**config.mk**
```make
export PLATFORM = sky130hd
export DESIGN_NAME = rotate_stream
export DESIGN_NICKNAME = d
export VERILOG_FILES = /design/src/rtl/rotate_pkg.sv /design/src/rtl/rotate_addr_gen.sv /design/src/rtl/rotate_stream.sv
export SDC_FILE = /design/constraint.sdc
export NUM_CORES = 1
export LEC_CHECK = 0
export CORE_UTILIZATION = 39
export DETAILED_ROUTE_END_ITERATION = 8
export DONT_BUFFER_PORTS = 1
export PLACE_DENSITY = 0.56
export SETUP_SLACK_MARGIN = 0.4
export SLEW_MARGIN = 15
export SYNTH_ARGS = -nofsm -noshare
export SYNTH_HDL_FRONTEND = slang
export SYNTH_SLANG_ARGS = --single-unit
```
**constraint.sdc**
```tcl
create_clock -name cam_clk_in -period 9.85 [get_ports cam_clk_in]
set_input_delay 1.97 -clock cam_clk_in [delete_from_list [all_inputs] [get_ports cam_clk_in]]
set_output_delay 1.97 -clock cam_clk_in [all_outputs]
set_load 0.005 [all_outputs]
```
**src/rtl/rotate_pkg.sv**
```systemverilog
// Shared types and per-mode address-walk constants for the rotating pixel stream.
// Each mode is an affine walk: start address at (0,0), a step per pixel and a step per line wrap.
package rotate_pkg;

    typedef enum logic [1:0] {
        ROT_0   = 2'd0,
        ROT_90  = 2'd1,
        ROT_180 = 2'd2,
        ROT_270 = 2'd3
    } rot_mode_t;

    function automatic int rot_start_addr(rot_mode_t mode, logic mirror, int w, int h);
        case (mode)
            ROT_0:   return mirror ? w - 1 : 0;
            ROT_90:  return mirror ? 0 : (w - 1) * h;
            ROT_180: return mirror ? (h - 1) * w : w * h - 1;
            default: return mirror ? w * h - 1 : h - 1;
        endcase
    endfunction

    function automatic int rot_x_step(rot_mode_t mode, logic mirror, int w, int h);
        case (mode)
            ROT_0:   return mirror ? -1 : 1;
            ROT_90:  return mirror ? h : -h;
            ROT_180: return mirror ? 1 : -1;
            default: return mirror ? -h : h;
        endcase
    endfunction

    function automatic int rot_y_step(rot_mode_t mode, int w);
        case (mode)
            ROT_0:   return w;
            ROT_90:  return 1;
            ROT_180: return -w;
            default: return -1;
        endcase
    endfunction

    // Delta from the last pixel of a line to the first pixel of the next line.
    function automatic int rot_line_step(rot_mode_t mode, logic mirror, int w, int h);
        return rot_y_step(mode, w) - (w - 1) * rot_x_step(mode, mirror, w, h);
    endfunction

endpackage

```
**src/rtl/rotate_addr_gen.sv**
```systemverilog
// Tracks the input raster position and walks the frame-buffer address incrementally.
// o_addr/o_full describe the pixel arriving this cycle, already accounting for a restart.
module rotate_addr_gen
    import rotate_pkg::*;
#(
    parameter int unsigned IN_W     = 320,
    parameter int unsigned IN_H     = 240,
    parameter int unsigned ADDR_W   = $clog2(IN_W * IN_H),
    parameter logic [1:0]  MODE_RST = 2'd1
) (
    input  logic              i_clk,
    input  logic              i_rst,
    input  logic              i_advance,
    input  logic              i_restart,
    input  rot_mode_t         i_mode,
    input  logic              i_mirror,
    output logic [ADDR_W-1:0] o_addr,
    output logic              o_full
);

    localparam int unsigned XW = (IN_W > 1) ? $clog2(IN_W) : 1;
    localparam int unsigned YW = (IN_H > 1) ? $clog2(IN_H) : 1;

    logic [XW-1:0]     r_x, w_x_base, w_x_nxt;
    logic [YW-1:0]     r_y, w_y_base, w_y_nxt;
    logic              r_full, w_full_base, w_full_nxt;
    logic [ADDR_W-1:0] r_addr, w_addr_base, w_addr_nxt;
    logic [ADDR_W-1:0] w_start, w_x_step, w_line_step;

    // Negative steps wrap modulo 2^ADDR_W; the true address always lands in range.
    always_comb begin
        w_start     = ADDR_W'(rot_start_addr(i_mode, i_mirror, int'(IN_W), int'(IN_H)));
        w_x_step    = ADDR_W'(rot_x_step(i_mode, i_mirror, int'(IN_W), int'(IN_H)));
        w_line_step = ADDR_W'(rot_line_step(i_mode, i_mirror, int'(IN_W), int'(IN_H)));
    end

    always_comb begin
        w_x_base    = i_restart ? '0 : r_x;
        w_y_base    = i_restart ? '0 : r_y;
        w_full_base = i_restart ? 1'b0 : r_full;
        w_addr_base = i_restart ? w_start : r_addr;

        w_x_nxt    = w_x_base;
        w_y_nxt    = w_y_base;
        w_full_nxt = w_full_base;
        w_addr_nxt = w_addr_base;
        if (i_advance && !w_full_base) begin
            if (w_x_base == XW'(IN_W - 1)) begin
                if (w_y_base == YW'(IN_H - 1)) begin
                    w_full_nxt = 1'b1;
                end else begin
                    w_x_nxt    = '0;
                    w_y_nxt    = w_y_base + YW'(1);
                    w_addr_nxt = w_addr_base + w_line_step;
                end
            end else begin
                w_x_nxt    = w_x_base + XW'(1);
                w_addr_nxt = w_addr_base + w_x_step;
            end
        end
    end

    always_ff @(posedge i_clk) begin
        if (i_rst) begin
            r_x    <= '0;
            r_y    <= '0;
            r_full <= 1'b0;
            r_addr <= ADDR_W'(rot_start_addr(rot_mode_t'(MODE_RST), 1'b0,
                                             int'(IN_W), int'(IN_H)));
        end else begin
            r_x    <= w_x_nxt;
            r_y    <= w_y_nxt;
            r_full <= w_full_nxt;
            r_addr <= w_addr_nxt;
        end
    end

    assign o_addr = w_addr_base;
    assign o_full = w_full_base;

endmodule

```
**src/rtl/rotate_stream.sv**
```systemverilog
// Raster camera stream to rotated/mirrored frame-buffer writes, one cycle of latency.
// Mode and mirror only take effect on frame_done_in; excess pixels raise a sticky overflow.
module rotate_stream
    import rotate_pkg::*;
#(
    parameter int unsigned IN_W     = 320,
    parameter int unsigned IN_H     = 240,
    parameter int unsigned PIXEL_W  = 16,
    parameter int unsigned ADDR_W   = $clog2(IN_W * IN_H),
    parameter logic [1:0]  MODE_RST = 2'd1
) (
    input  logic               cam_clk_in,
    input  logic               rst_in,
    input  logic               valid_pixel_in,
    input  logic [PIXEL_W-1:0] pixel_in,
    input  logic               frame_done_in,
    input  logic [1:0]         mode_in,
    input  logic               mirror_in,
    output logic               valid_pixel_out,
    output logic [PIXEL_W-1:0] pixel_out,
    output logic [ADDR_W-1:0]  pixel_addr_out,
    output logic [1:0]         active_mode_out,
    output logic               overflow_out
);

    rot_mode_t          r_mode;
    logic               r_mirror;
    logic               r_valid;
    logic [PIXEL_W-1:0] r_pixel;
    logic [ADDR_W-1:0]  r_addr;
    logic               r_overflow;

    rot_mode_t          w_mode;
    logic               w_mirror;
    logic [ADDR_W-1:0]  w_addr;
    logic               w_full;
    logic               w_accept;

    // A pixel coinciding with frame_done_in already uses the newly requested mode.
    assign w_mode   = frame_done_in ? rot_mode_t'(mode_in) : r_mode;
    assign w_mirror = frame_done_in ? mirror_in : r_mirror;
    assign w_accept = valid_pixel_in && !w_full;

    rotate_addr_gen #(
        .IN_W     (IN_W),
        .IN_H     (IN_H),
        .ADDR_W   (ADDR_W),
        .MODE_RST (MODE_RST)
    ) u_addr_gen (
        .i_clk     (cam_clk_in),
        .i_rst     (rst_in),
        .i_advance (valid_pixel_in),
        .i_restart (frame_done_in),
        .i_mode    (w_mode),
        .i_mirror  (w_mirror),
        .o_addr    (w_addr),
        .o_full    (w_full)
    );

    always_ff @(posedge cam_clk_in) begin
        if (rst_in) begin
            r_mode     <= rot_mode_t'(MODE_RST);
            r_mirror   <= 1'b0;
            r_valid    <= 1'b0;
            r_pixel    <= '0;
            r_addr     <= '0;
            r_overflow <= 1'b0;
        end else begin
            r_mode     <= w_mode;
            r_mirror   <= w_mirror;
            r_valid    <= w_accept;
            r_overflow <= (r_overflow && !frame_done_in) || (valid_pixel_in && w_full);
            if (w_accept) begin
                r_pixel <= pixel_in;
                r_addr  <= w_addr;
            end
        end
    end

    assign valid_pixel_out = r_valid;
    assign pixel_out       = r_pixel;
    assign pixel_addr_out  = r_addr;
    assign active_mode_out = r_mode;
    assign overflow_out    = r_overflow;

endmodule

```
==> results of run 1 <==
==> sequential cells by signal (all words and copies together) (netlist names) <==
register and cells:
pixel_addr_out 17, overflow_out 1, u_addr_gen.r_full 1, active_mode_out 2, u_addr_gen.r_addr 17, r_mirror 1
u_addr_gen.r_y 8, u_addr_gen.r_x 9, valid_pixel_out 1, pixel_out 16
==> through the flow <==
step	instances	setup slack, ns	utilization (%)	hold slack, ns	cell area, µm²
3_3_place_gp	996	1.886	41.83	0.4604	6718
6_report	1011	1.982	43.68	0.4707	7014
3_5_place_dp	996	1.652	41.83	0.4635	6718
2_1_floorplan	799	2.368	-	0.4527	6470
5_1_grt	1011	1.546	43.68	0.4824	7014
4_1_cts	1011	1.993	43.68	0.4710	7014
==> power by group <==
group	internal (mW)	leakage [nW]	switching, mW	total [mW]
Clock	0.202	0.138	0.127	0.329
Combinational	0.708	2.43	0.984	1.69
Sequential	0.319	0.600	0.0117	0.331
==> per-layer routing <==
layer,vias to the layer above,wire length [µm]
met2,123,8353
met5,-,0
li1,2679,-
met4,0,317
met3,22,754
met1,2636,7606
==> synthesized netlist by cell type, types with 3 or more instances <==
cell                       instances  share of area (%)
sky130_fd_sc_hd__o22ai_1           7               0.68
sky130_fd_sc_hd__o21ai_0          26                2.0
sky130_fd_sc_hd__o21bai_1          3               0.35
sky130_fd_sc_hd__or3_1             4               0.39
sky130_fd_sc_hd__o32ai_1           5               0.68
sky130_fd_sc_hd__xor2_1            9                1.2
sky130_fd_sc_hd__nand2_1          90                5.2
sky130_fd_sc_hd__nand3b_1          3               0.35
sky130_fd_sc_hd__a31oi_1           5               0.48
sky130_fd_sc_hd__nor2_1           60                3.5
sky130_fd_sc_hd__a211oi_1         13                1.5
sky130_fd_sc_hd__inv_1           112                6.5
sky130_fd_sc_hd__nor3_1           17                1.3
sky130_fd_sc_hd__nand4_1           8               0.77
sky130_fd_sc_hd__xnor2_1          37                5.0
sky130_fd_sc_hd__clkbuf_1         21                1.2
sky130_fd_sc_hd__or2_2             5               0.48
sky130_fd_sc_hd__fa_1             41                 13
sky130_fd_sc_hd__o211ai_1          5               0.58
sky130_fd_sc_hd__and2_1            3               0.29
sky130_fd_sc_hd__ha_1             76                 15
sky130_fd_sc_hd__and3_1            8               0.77
sky130_fd_sc_hd__a21oi_1          71                5.5
sky130_fd_sc_hd__o21a_1           10                1.2
sky130_fd_sc_hd__a221oi_1          7               0.95
sky130_fd_sc_hd__dfxtp_1          73                 23
sky130_fd_sc_hd__nand2b_1          5               0.48
sky130_fd_sc_hd__mux2i_1           8                1.2
sky130_fd_sc_hd__a21boi_0          5               0.58
sky130_fd_sc_hd__nand3_1           9               0.70
sky130_fd_sc_hd__nor2b_1          17                1.6
sky130_fd_sc_hd__a21o_1            6               0.70
sky130_fd_sc_hd__buf_1             3               0.17
==> how the worst min path moves through the flow <==
stage | from | to | cells after the start
after floorplan | pixel_addr_out[10] | pixel_addr_out[10] | 2
after global placement | pixel_out[9] | pixel_out[9] | 2
after detailed placement | pixel_out[9] | pixel_out[9] | 2
after CTS | pixel_out[9] | pixel_out[9] | 2
after global routing | pixel_out[8] | pixel_out[8] | 2
final | pixel_out[9] | pixel_out[9] | 2
==> area by class of cell <==
cell class,instances,area share (%)
multi-input cells,588,64.45
flip-flops and latches,73,20.83
inverters,114,6.101
well taps,216,3.853
clock buffers,11,3.461
clock inverters,4,0.7670
repair buffers,5,0.5351
==> cells by family after synthesis <==
logic type               Yosys count  synth area share [%]
AO/OA/AOI/OAI                    179                 17.19
XOR/XNOR                          47                 6.479
adder cells (fa/ha/maj)          117                 27.38
buffers and inverters            138                 8.006
flip-flops                        73                 22.59
multiplexers                       9                 1.586
AND/OR/NAND/NOR                  236                 16.77
==> worst max-delay path, cell delays in order <==
cell	delay (ns)
sky130_fd_sc_hd__nor2b_1	0.06
sky130_fd_sc_hd__a21oi_2	0.48
sky130_fd_sc_hd__inv_1	0.35
sky130_fd_sc_hd__xnor2_2	0.41
sky130_fd_sc_hd__inv_1	0.44
sky130_fd_sc_hd__nand2_1	0.21
sky130_fd_sc_hd__a21boi_0	0.26
sky130_fd_sc_hd__inv_1	0.16
sky130_fd_sc_hd__ha_1	0.32
sky130_fd_sc_hd__fa_1	0.49
sky130_fd_sc_hd__fa_1	0.50
sky130_fd_sc_hd__inv_1	0.05
sky130_fd_sc_hd__fa_1	0.52
sky130_fd_sc_hd__inv_1	0.04
sky130_fd_sc_hd__ha_1	0.24
sky130_fd_sc_hd__or3_1	0.34
sky130_fd_sc_hd__or3_1	0.36
sky130_fd_sc_hd__a31o_2	0.28
sky130_fd_sc_hd__a311oi_1	0.26
sky130_fd_sc_hd__o32ai_1	0.10
sky130_fd_sc_hd__o21ai_0	0.10
sky130_fd_sc_hd__a21oi_1	0.09
==> cells in the final DEF (no fill, tap or decap), types with 10 or more instances in the layout <==
master                     instances
sky130_fd_sc_hd__a211oi_1         13
sky130_fd_sc_hd__a21oi_1          71
sky130_fd_sc_hd__dfxtp_1          73
sky130_fd_sc_hd__fa_1             41
sky130_fd_sc_hd__ha_1             76
sky130_fd_sc_hd__inv_1           112
sky130_fd_sc_hd__nand2_1          90
sky130_fd_sc_hd__nor2_1           60
sky130_fd_sc_hd__nor2b_1          17
sky130_fd_sc_hd__nor3_1           17
sky130_fd_sc_hd__o21a_1           10
sky130_fd_sc_hd__o21ai_0          26
sky130_fd_sc_hd__xnor2_1          37
==> run metrics, run 1 <==
I/O Buffers=0; power density relative to cell area=335.3 nW/µm²; met2 usage=35.67%; max-slew headroom at the worst pin=37.61%; startpoint of the worst register-to-register path=active_mode_out[0]; die width=130.8 µm; DRC violation count after routing=0; share of async-settable or async-resettable flops after synthesis=0%; launching element type of the critical path=primary input; Min Clock Period, post-route=7.868 ns; signal arrival time at the worst endpoint=8.08 ns; synthesis-to-finish area growth=8.412%; Primary FF master, synth=sky130_fd_sc_hd__dfxtp_1; largest driver fanout on the critical path=33; clock skew after layout=0.008222 ns; number of synthesized register bits=73; area inside the core boundary=16060 µm²; Pleak=3.163 nW; maximum number of pins on one net before global-route repair=70; crit end category=flop; flop-to-flop setup slack=3.18 ns; I/O pins=60; sum of negative setup slack=0 ns; termination of the worst setup path=u_addr_gen.r_addr[12]; sum of net half-perimeters after detailed placement=13280 µm; share of layout cells above drive strength 1=4.528%; n_diodes=0; wire length of the first global-routing pass=27210 µm; Post-CTS Setup Inserts=0; R2R depth=22; synth warn=0; Max Clock Freq=0.1271 GHz; mean area per synthesized cell=8.098 µm²; clock sink count=73; GR peak layer=met2; antenna violations before repair=0; via count=5460; post-cts hold buffer count=0; clock slew at reported path FFs=0.06 ns; source of the critical timing path=frame_done_in; total power=2.352 mW; Max Cap Viol=0; initial core utilization=40.29%; Max H-tree Level=3; vias in the first global route=5238; starting DRC count in detailed routing=318; Pins Over Slew Limit=0; Post-Syn Nets=939; number of enable-type register cells in the synthesized netlist=0; routed wire length=17030 µm; average via count per standard cell=5.401; clock latency at the later pin of the worst-skew pair=0.33 ns; Setup violations, final=0; site row count=46; distinct cell type count of the synthesized netlist=54; global placement routability congestion=0.8145; Multi-input gate area=4521 µm²; Seq. cell area=1461 µm²; worst min path class=reg2reg; Resize count post-CTS=0; part of the Yosys area used for sequential elements=22.59%; aggregate global-route resource usage=20.84%; CTS max path bufs=2; synthesized netlist cell count=799; met3 layer usage reported by global route=4.235%; GRT met1 Usage=26.67%; Crit Reg-Reg Endpoint=u_addr_gen.r_addr[12]; detail-routed net length per standard cell=16.85 µm; number of failing hold endpoints at the final stage=0; combined area of all synthesized cells=6470 µm²; total of fill cells in the finished design=1611; Die Span Y=130.8 µm; total congestion overflow after global routing=0; post-route ant nets=0; period utilization=79.88%; required time worst endpoint=10.07 ns; Max IR drop VDD=0.2958 mV; floorplan die area=17110 µm²; run status=completed; number of detailed-route iterations in the first pass=7; type of the worst setup path=in2reg; total number of nets in the final design=931; unrepaired setup endpoints after global routing=false; CTS Buf Count=9; CTS Root Cell=sky130_fd_sc_hd__clkbuf_16; actual transition at the worst max-transition pin=0.9275 ns; clock tree from TritonCTS=yes
Power figures use the tool's default switching activity.
==> run 2: changes to the inputs <==
--- a/config.mk
+++ b/config.mk
@@ -8,7 +8,7 @@
 export CORE_UTILIZATION = 39
 export DETAILED_ROUTE_END_ITERATION = 8
 export DONT_BUFFER_PORTS = 1
-export PLACE_DENSITY = 0.56
+export PLACE_DENSITY = 0.58
 export SETUP_SLACK_MARGIN = 0.4
 export SLEW_MARGIN = 15
 export SYNTH_ARGS = -nofsm -noshare
==> constraint.sdc (replaced) <==
create_clock -name cam_clk_in -period 6.35 [get_ports cam_clk_in]
set_input_delay 1.27 -clock cam_clk_in [delete_from_list [all_inputs] [get_ports cam_clk_in]]
set_output_delay 1.27 -clock cam_clk_in [all_outputs]
set_load 0.005 [all_outputs]
==> run 2 against run 1 <==
  * Critical path depth is 1 lower
  * Largest cell class unchanged
  * Count of clock-buffer cells in the layout down 1
  * Combinational power is 57% higher
==> run metrics, run 2 (synthesized netlist as in run 1, its figures left out) <==
run status=completed; die width=130.8 µm; Min Clock Period, post-route=5.707 ns; I/O Buffers=0; clock skew after layout=0.005827 ns; wire length of the first global-routing pass=26310 µm; number of detailed-route iterations in the first pass=4; routed wire length=16410 µm; max-slew headroom at the worst pin=45.64%; I/O pins=60; average via count per standard cell=5.228; Resize count post-CTS=0; net switching share of the total power=46.18%; post-route ant nets=0; number of failing hold endpoints at the final stage=0; actual transition at the worst max-transition pin=0.8123 ns; detail-routed net length per standard cell=15.96 µm; sw power=1.698 mW; clock latency at the later pin of the worst-skew pair=0.34 ns; Setup violations, final=0; non-filler cells, final=1028; floorplan die area=17110 µm²; share of layout cells above drive strength 1=8.498%; antenna violations before repair=0; sequential share of power=13.9%; via count=5374; area inside the core boundary=16060 µm²; commonest non-fill, non-tap cells in the layout=109 x sky130_fd_sc_hd__inv_1, 90 x sky130_fd_sc_hd__nand2_1, 73 x sky130_fd_sc_hd__ha_1, 73 x sky130_fd_sc_hd__dfxtp_1, 69 x sky130_fd_sc_hd__a21oi_1; Max H-tree Level=3; DRC violation count after routing=0; Die Span Y=130.8 µm; sum of net half-perimeters after detailed placement=12640 µm; Post-DP Area=6938 µm²; aggregate global-route resource usage=20.27%; total number of nets in the final design=948; Pleak=3.262 nW; total power=3.677 mW; Max IR drop VDD=0.3765 mV; clock slew at reported path FFs=0.06 ns; initial core utilization=40.29%; clock sink count=73; Max Cap Viol=0; type of the worst setup path=in2reg; Pins Over Slew Limit=0; CTS Root Cell=sky130_fd_sc_hd__clkbuf_16; period utilization=89.87%; leading cell type in the layout, fill and taps excluded=sky130_fd_sc_hd__inv_1; CTS max path bufs=2; clock tree from TritonCTS=yes; Post-CTS Setup Inserts=0; total congestion overflow after global routing=0; launching element type of the critical path=primary input; maximum number of pins on one net before global-route repair=70; signal arrival time at the worst endpoint=5.93 ns; unrepaired setup endpoints after global routing=false; sum of negative setup slack=0 ns; internal power of the cells=1.979 mW; vias in the first global route=5117; Comb pwr share=72.2%; Max Clock Freq=0.1752 GHz; power density relative to cell area=506.7 nW/µm²; starting DRC count in detailed routing=285; largest driver fanout on the critical path=33; clock power share=13.9%; post-route cell area=7256 µm²; site row count=46; CTS Buf Count=9; n_diodes=0; worst min path class=reg2reg; global placement routability congestion=0.8233; required time worst endpoint=6.58 ns; # placed instances=1013; post-cts hold buffer count=0; crit end category=flop; synthesis-to-finish area growth=12.14%
## run 2: routing by layer
layer  routed length [µm]  track usage, %
met2                 7749           33.58
met1                 7818           27.23
met5                    0               0
met3                  676           4.112
met4                  165           4.192
## run 2: worst max-delay path, cell delays in order
cell,delay [ns]
sky130_fd_sc_hd__inv_4,0.07
sky130_fd_sc_hd__mux2i_4,0.32
sky130_fd_sc_hd__xnor2_4,0.19
sky130_fd_sc_hd__clkinvlp_4,0.13
sky130_fd_sc_hd__nand2_1,0.09
sky130_fd_sc_hd__a21boi_2,0.18
sky130_fd_sc_hd__inv_1,0.11
sky130_fd_sc_hd__ha_1,0.30
sky130_fd_sc_hd__fa_1,0.45
sky130_fd_sc_hd__fa_1,0.49
sky130_fd_sc_hd__inv_1,0.05
sky130_fd_sc_hd__fa_1,0.53
sky130_fd_sc_hd__inv_1,0.04
sky130_fd_sc_hd__ha_2,0.20
sky130_fd_sc_hd__or3_1,0.33
sky130_fd_sc_hd__or3_1,0.37
sky130_fd_sc_hd__a31o_2,0.27
sky130_fd_sc_hd__a311oi_1,0.22
sky130_fd_sc_hd__o32ai_1,0.10
sky130_fd_sc_hd__o21ai_0,0.12
sky130_fd_sc_hd__a21oi_1,0.09
## run 2: path summary, 6_finish.rpt
| check | startpoint | endpoint | slack [ns] | depth (start not counted) |
|---|---|---|---|---|
| worst max-delay path | frame_done_in | u_addr_gen.r_addr[12] | 0.64 | 21 |
| worst min-delay path | pixel_out[6] | pixel_out[6] | 0.47 | 2 |
| worst max register to register | active_mode_out[1] | u_addr_gen.r_addr[12] | 0.89 | 22 |
| worst min register to register | pixel_out[6] | pixel_out[6] | 0.47 | 2 |
## run 2: through the flow
step / setup WS, ns / hold slack [ns] / util (%)
floorplan: 0.06848 / 0.4527 / -
global placement: 0.3060 / 0.4580 / 43.21
detailed placement: 0.2114 / 0.4648 / 43.21
CTS: 0.5658 / 0.4727 / 45.04
global route: 0.4190 / 0.4984 / 45.18
finish: 0.6432 / 0.4736 / 45.18
## run 2: cell type report
| type | count | area (µm²) |
|---|---|---|
| clock buffer | 10 | 239.0 |
| tap | 216 | 270.3 |
| multi-input combinational | 588 | 4624 |
| timing repair buffer | 22 | 165.2 |
| sequential | 73 | 1461 |
| fill | 1605 | 8802 |
| inverter | 114 | 439.2 |
| clock inverter | 5 | 56.30 |
## run 2: power groups by stage
stage / Clock, mW / Sequential (mW) / Combinational (mW)
floorplan: 0 / 0.517 / 2.16
global placement: 0 / 0.523 / 2.66
detailed placement: 0 / 0.522 / 2.65
CTS: 0.523 / 0.512 / 2.67
global route: 0.539 / 0.516 / 3.06
finish: 0.511 / 0.512 / 2.65
